<file path="src/rtl/watch_pkg.sv">
// Shared definitions for the watch front-end: mode encoding, key polarity
// and the per-key release event record.
package watch_pkg;

    localparam int NUM_KEYS  = 2;
    localparam int NUM_MODES = 4;

    localparam logic [1:0] MODE_VIEW      = 2'd0;
    localparam logic [1:0] MODE_STOPWATCH = 2'd1;
    localparam logic [1:0] MODE_TIMER     = 2'd2;
    localparam logic [1:0] MODE_ALARM     = 2'd3;

    // Buttons pull low when pressed.
    localparam logic KEY_PRESSED = 1'b0;

    // Classification of one release: at most one field set per cycle.
    typedef struct packed {
        logic short_p;
        logic long_p;
    } key_evt_t;

    // Advance the mode, wrapping at num_modes.
    function automatic logic [1:0] next_mode(input logic [1:0] m, input int num_modes);
        if (int'(m) >= num_modes - 1)
            return 2'd0;
        return m + 2'd1;
    endfunction

endpackage

</file>
<file path="src/rtl/mode_key_ctrl_key_debounce.sv">
// One push-button channel: 2-flop synchroniser, debounce counter,
// saturating hold counter and short/long release classifier.
module key_debounce
    import watch_pkg::*;
#(
    parameter int DB_CYCLES   = 500_000,
    parameter int LONG_CYCLES = 50_000_000
) (
    input  logic clk,
    input  logic rst,
    input  logic key_raw,
    output logic key_db,
    output logic short_pulse,
    output logic long_pulse,
    output logic long_held
);

    localparam int DBW = (DB_CYCLES > 1) ? $clog2(DB_CYCLES) : 1;
    localparam int HW  = $clog2(LONG_CYCLES + 1);

    localparam logic [DBW-1:0] DB_LAST  = DBW'(DB_CYCLES - 1);
    localparam logic [HW-1:0]  HOLD_MAX = HW'(LONG_CYCLES);

    logic           sync_q1_q, sync_q1_d;
    logic           sync_q2_q, sync_q2_d;
    logic           db_q, db_d;
    logic           db_prev_q, db_prev_d;
    logic [DBW-1:0] db_cnt_q, db_cnt_d;
    logic [HW-1:0]  hold_q, hold_d;
    key_evt_t       evt_q, evt_d;

    // Synchroniser: the raw button is asynchronous to the clock.
    always_comb begin
        sync_q1_d = key_raw;
        sync_q2_d = sync_q1_q;
    end

    // Debounce: a level change is accepted only after DB_CYCLES consecutive
    // cycles of disagreement; any agreement restarts the count.
    always_comb begin
        db_d     = db_q;
        db_cnt_d = '0;
        if (sync_q2_q != db_q) begin
            if (db_cnt_q == DB_LAST) begin
                db_d     = sync_q2_q;
                db_cnt_d = '0;
            end else begin
                db_cnt_d = db_cnt_q + DBW'(1);
            end
        end
    end

    // Hold counter: counts pressed cycles and sticks at LONG_CYCLES.
    always_comb begin
        hold_d = hold_q;
        if (db_q != KEY_PRESSED)
            hold_d = '0;
        else if (hold_q != HOLD_MAX)
            hold_d = hold_q + HW'(1);
    end

    // Classifier: one registered pulse the cycle after the debounced level
    // rises; hold_q still holds the press length because it clears on this
    // same edge.
    always_comb begin
        db_prev_d     = db_q;
        evt_d.short_p = db_q && !db_prev_q && (hold_q <  HOLD_MAX);
        evt_d.long_p  = db_q && !db_prev_q && (hold_q >= HOLD_MAX);
    end

    // State registers; released/idle polarity on reset so no spurious edge.
    always_ff @(posedge clk or posedge rst) begin
        if (rst) begin
            sync_q1_q <= 1'b1;
            sync_q2_q <= 1'b1;
            db_q      <= 1'b1;
            db_prev_q <= 1'b1;
            db_cnt_q  <= '0;
            hold_q    <= '0;
            evt_q     <= '0;
        end else begin
            sync_q1_q <= sync_q1_d;
            sync_q2_q <= sync_q2_d;
            db_q      <= db_d;
            db_prev_q <= db_prev_d;
            db_cnt_q  <= db_cnt_d;
            hold_q    <= hold_d;
            evt_q     <= evt_d;
        end
    end

    // Outputs straight from flops, long_held decoded from the hold count.
    always_comb begin
        key_db      = db_q;
        short_pulse = evt_q.short_p;
        long_pulse  = evt_q.long_p;
        long_held   = (db_q == KEY_PRESSED) && (hold_q == HOLD_MAX);
    end

endmodule

</file>
<file path="src/rtl/mode_key_ctrl.sv">
// Push-button front-end: per-key debounce/classify channels, the mode
// register advanced by a long KEY0 press, and per-mode gated key buses.
module mode_key_ctrl #(
    parameter int DB_CYCLES   = 500_000,
    parameter int LONG_CYCLES = 50_000_000,
    parameter int NUM_MODES   = watch_pkg::NUM_MODES
) (
    input  logic                   CLOCK_50,
    input  logic                   reset,
    input  logic [1:0]             KEY,
    output logic [1:0]             key_db,
    output logic [1:0]             short_pulse,
    output logic [1:0]             long_pulse,
    output logic [1:0]             long_held,
    output logic [1:0]             mode,
    output logic                   mode_chg,
    output logic [2*NUM_MODES-1:0] mode_keys
);

    import watch_pkg::*;

    // mode is 2 bits wide, so more than four modes cannot be encoded.
    if (NUM_MODES > 4 || NUM_MODES < 1) begin : g_bad_num_modes
        $error("mode_key_ctrl: NUM_MODES must be in 1..4");
    end

    logic [1:0] mode_q, mode_d;
    logic       mode_chg_q, mode_chg_d;
    logic [1:0] key_gated;

    for (genvar k = 0; k < NUM_KEYS; k++) begin : g_key
        key_debounce #(
            .DB_CYCLES  (DB_CYCLES),
            .LONG_CYCLES(LONG_CYCLES)
        ) u_key (
            .clk        (CLOCK_50),
            .rst        (reset),
            .key_raw    (KEY[k]),
            .key_db     (key_db[k]),
            .short_pulse(short_pulse[k]),
            .long_pulse (long_pulse[k]),
            .long_held  (long_held[k])
        );
    end

    // Next mode: only a long KEY0 release advances; KEY1 never touches mode.
    always_comb begin
        mode_d     = mode_q;
        mode_chg_d = 1'b0;
        if (long_pulse[0]) begin
            mode_d     = next_mode(mode_q, NUM_MODES);
            mode_chg_d = 1'b1;
        end
    end

    // Mode register and its change strobe update on the same edge.
    always_ff @(posedge CLOCK_50 or posedge reset) begin
        if (reset) begin
            mode_q     <= MODE_VIEW;
            mode_chg_q <= 1'b0;
        end else begin
            mode_q     <= mode_d;
            mode_chg_q <= mode_chg_d;
        end
    end

    // Key bus seen by the active submodule: a mode-switch hold on KEY0 is
    // hidden once it has become long, so the submodule never acts on it.
    always_comb begin
        key_gated = {key_db[1], key_db[0] | long_held[0]};
    end

    // Route the gated keys into the active mode's slot; idle slots read released.
    always_comb begin
        mode_keys = '1;
        for (int m = 0; m < NUM_MODES; m++) begin
            if (mode_q == 2'(m))
                mode_keys[2*m +: 2] = key_gated;
        end
    end

    // Registered mode state to the ports.
    always_comb begin
        mode     = mode_q;
        mode_chg = mode_chg_q;
    end

endmodule

</file>
<file path="config.mk">
export PLATFORM = sky130hd
export DESIGN_NAME = mode_key_ctrl
export DESIGN_NICKNAME = d
export VERILOG_FILES = /design/src/rtl/watch_pkg.sv /design/src/rtl/mode_key_ctrl_key_debounce.sv /design/src/rtl/mode_key_ctrl.sv
export SDC_FILE = /design/constraint.sdc
export NUM_CORES = 1
export LEC_CHECK = 0
export CORE_MARGIN = 3
export CORE_UTILIZATION = 55
export DETAILED_ROUTE_END_ITERATION = 8
export PLACE_DENSITY = 0.73
export SYNTH_ARGS = -nofsm -noshare
export SYNTH_HDL_FRONTEND = slang
export SYNTH_HIERARCHICAL = 1
export SYNTH_SLANG_ARGS = --single-unit
</file>
<file path="constraint.sdc">
create_clock -name CLOCK_50 -period 6.05 [get_ports CLOCK_50]
set_input_delay 0.605 -clock CLOCK_50 [delete_from_list [all_inputs] [get_ports CLOCK_50]]
set_output_delay 0.605 -clock CLOCK_50 [all_outputs]
set_load 0.03 [all_outputs]
</file>
==> flow_metrics.env <==
export IMPL_syn_inst=570
export IMPL_first_global_vias=4052
export IMPL_grt_max_degree=52
export IMPL_die_w_um=106
export IMPL_wirelength_um=10800
export IMPL_power_density_nw_per_um2=206
export IMPL_setup_viol=0
export IMPL_fill_cells=787
export IMPL_worstHoldPathType="flop to flop"
export IMPL_synth_top_cell_by_area="dfrtp_1"
export IMPL_drv_cap=0
export IMPL_cpMaxStageDelayCell="clkdlybuf4s50_1"
export IMPL_fin_area_um2=5950
export IMPL_wl_per_cell_um=15.1
export IMPL_gp_congestion=0.863
export IMPL_htreeDepth=3
export IMPL_syn_area_per_cell_um2=9.55
export IMPL_ff_latch_area_um2=2640
export IMPL_clockPowerShare_pct=39.8
export IMPL_layout_commonest_cell="dfrtp_1"
export IMPL_cp_required_ns=5.44
export IMPL_die_h_um=106
export IMPL_switchingPower_mw=0.276
export IMPL_fmax_mhz=259
export IMPL_ys_types=42
export IMPL_clock_latency_ns=0.38
export IMPL_finalHoldViolCount=0
export IMPL_synth_edf_count=0
export IMPL_path_clk_slew_ns=0.10
export IMPL_critPathMaxStageDelay_ns=0.67
export IMPL_critPathKind="flop to primary output"
export IMPL_ir_worst_vdd_mv=0.186
export IMPL_layout_drive_gt1_share_pct=7.52
export IMPL_cts_resized=0
export IMPL_crit_chain="inv_1, ha_1, or4bb_1, or4_1, nor3_1, nor2_1, nand2_1, clkdlybuf4s50_1"
export IMPL_synth_top_cell_area_share_pct=44.6
export IMPL_drcViolationCount=0
export IMPL_io_pin_count=23
export IMPL_cts_root_buf="clkbuf_8"
export IMPL_slew_viol_final=0
export IMPL_synth_nets=584
export IMPL_dp_hpwl_um=7380
export IMPL_fin_skew_ns=0.0133
export IMPL_areaGrowthSynthToFinish_pct=9.28
export IMPL_rsz0062_at_grt="no"
export IMPL_finalWorstPathRequiredPeriod_ns=3.86
export IMPL_p_sw_share_pct=22.5
export IMPL_netlist_area_um2=5450
export IMPL_postRouteAntennaNets=0
export IMPL_cp_top_family="simple AND/OR/NAND/NOR gates"
export IMPL_postCtsSetupBuffers=0
export IMPL_synth_area_top_cells="dfrtp_1 45%, xor2_1 4.5%, a21oi_1 3.9%"
export IMPL_place_area_um2=5730
export IMPL_fin_setup_tns_ns=0
export IMPL_power_internal_mw=0.951
export IMPL_status="completed"
export IMPL_antenna_found_initial=0
export IMPL_start_util_pct=57.8
export IMPL_end_kind="primary output"
export IMPL_avgViaCountPerCell=5.91
export IMPL_tightest_slew_ns=1.03
export IMPL_grt_use_total_pct=20.4
export IMPL_cp_arrival_ns=3.25
export IMPL_die_area_um2=11100
export IMPL_grt_pass1_wl_um=18800
export IMPL_clk_path_buf_depth=2
export IMPL_final_util_pct=63.2
export IMPL_worst_path_buf_inv=2
export IMPL_crit_fanout=5
export IMPL_dr_total_vias=4218
export IMPL_async_flop_share_pct=100
export IMPL_antennaDiodeCount=0
export IMPL_synth_ff_type="dfrtp_1"
export IMPL_drtIter0Drc=137
export IMPL_clock_sinks=105
export IMPL_numCtsBuffers=9
export IMPL_r2r_slack_ns=3.85
export IMPL_yosys_warnings=6
export IMPL_final_cell_mix="97 x dfrtp_1, 51 x nor2_1, 45 x nand2_1, 42 x a21oi_1"
export IMPL_p_leak_nw=2.39
export IMPL_final_nets=594
export IMPL_rows=35
export IMPL_multiInputGateArea_um2=2640
export IMPL_core_um2=9420
export IMPL_gr_total_overflow=0
export IMPL_hold_buffers=0
export IMPL_slew_headroom_pct=31.0
export IMPL_yosysSeqAreaShare_pct=48.4
export IMPL_place_inst=698
export IMPL_firstDrtPassIters=5
export IMPL_critPathLaunchType="flop"
export IMPL_synth_seq_cells=105
export IMPL_io_buffer_count=22
export IMPL_final_cell_count_no_fill=714
export IMPL_finalCritPeriodShare_pct=63.8
export IMPL_cts_tree="done"
export IMPL_power_frac_comb_pct=2.2
export IMPL_pwr_share_seq_pct=58.0
per-layer routing:
metal	up-vias	GRT usage (%)	wire length (µm)
li1	2079	-	-
met1	2059	27.4	4950
met2	71	33.4	5310
met3	9	4.41	387
met4	0	6.11	131
met5	-	0	0
kinds of logic (layout without fill, tap and decap cells):
| family | count (synthesis) | after routing | synth area share, % |
|---|---|---|---|
| xor+xnor | 46 | 46 | 7.40 |
| fa+ha+maj | 10 | 10 | 2.30 |
| buf+inv | 42 | 57 | 3.15 |
| compound gates | 94 | 94 | 10.6 |
| flops | 105 | 105 | 48.4 |
| simple gates | 271 | 271 | 27.7 |
| mux | 2 | 2 | 0.414 |
through the flow:
step	worst slack, ns	total power, mW	hold slack (ns)
floorplan	2.74	0.744	0.345
global placement	2.67	0.752	0.346
detailed placement	2.63	0.753	0.349
CTS	2.17	1.25	0.368
global route	2.05	1.27	0.374
finish	2.19	1.23	0.368
power by group through the flow:
stage | Combinational (mW) | Sequential [mW] | Clock (mW)
6_report | 0.0270 | 0.711 | 0.489
3_3_place_gp | 0.0277 | 0.724 | 0
5_1_grt | 0.0321 | 0.712 | 0.529
2_1_floorplan | 0.0202 | 0.724 | 0
4_1_cts | 0.0286 | 0.711 | 0.507
3_5_place_dp | 0.0284 | 0.725 | 0
registers in the layout, summed over array words and instances, names as in the netlist:
| register | count |
|---|---|
| g_key.u_key/db_cnt_q | 38 |
| g_key.u_key/db_prev_q | 2 |
| g_key.u_key/hold_q | 52 |
| g_key.u_key/key_db | 2 |
| g_key.u_key/long_pulse | 2 |
| g_key.u_key/short_pulse | 2 |
| g_key.u_key/sync_q1_q | 2 |
| g_key.u_key/sync_q2_q | 2 |
| mode | 2 |
| mode_chg | 1 |
cell type report:
cell class | count | area share, %
clock buffers | 9 | 2.08
clock inverters | 7 | 1.68
multi-input cells | 423 | 44.3
inverters | 19 | 1.20
well taps | 129 | 2.71
flip-flops and latches | 105 | 44.3
repair buffers | 22 | 3.70
synth_stat cells (8+ instances only):
cell and instances:
clkbuf_1 14, nand2_1 45, nand4_1 28, o21ai_0 22, xnor2_1 18, nor2_1 51, and3_1 18, ha_1 10
o31ai_1 18, or3_1 16, dfstp_2 8, xor2_1 28, inv_1 17, nor3_1 12, a21oi_1 42, nand3_1 28
dfrtp_1 97, and2_1 10, nor4_1 8, or4_1 26
path summary, 6_finish.rpt:
kind | startpoint | end | depth (start not counted)
min in group asynchronous | reset | mode[1]$_DFFE_PP0P_ | 2
max in group asynchronous | reset | g_key[1].u_key/db_cnt_q[16]$_DFF_PP0_ | 2
worst max register to register | g_key[0].u_key/hold_q[1]$_DFFE_PP0N_ | g_key[0].u_key/hold_q[20]$_DFFE_PP0N_ | 5
worst min-delay path | g_key[0].u_key/sync_q1_q$_DFF_PP1_ | g_key[0].u_key/sync_q2_q$_DFF_PP1_ | 0
worst max-delay path | g_key[0].u_key/hold_q[0]$_DFFE_PP0N_ | mode_keys[0] | 8
worst min register to register | g_key[0].u_key/sync_q1_q$_DFF_PP1_ | g_key[0].u_key/sync_q2_q$_DFF_PP1_ | 0
Note: power is estimated with default switching activity, not from simulation.
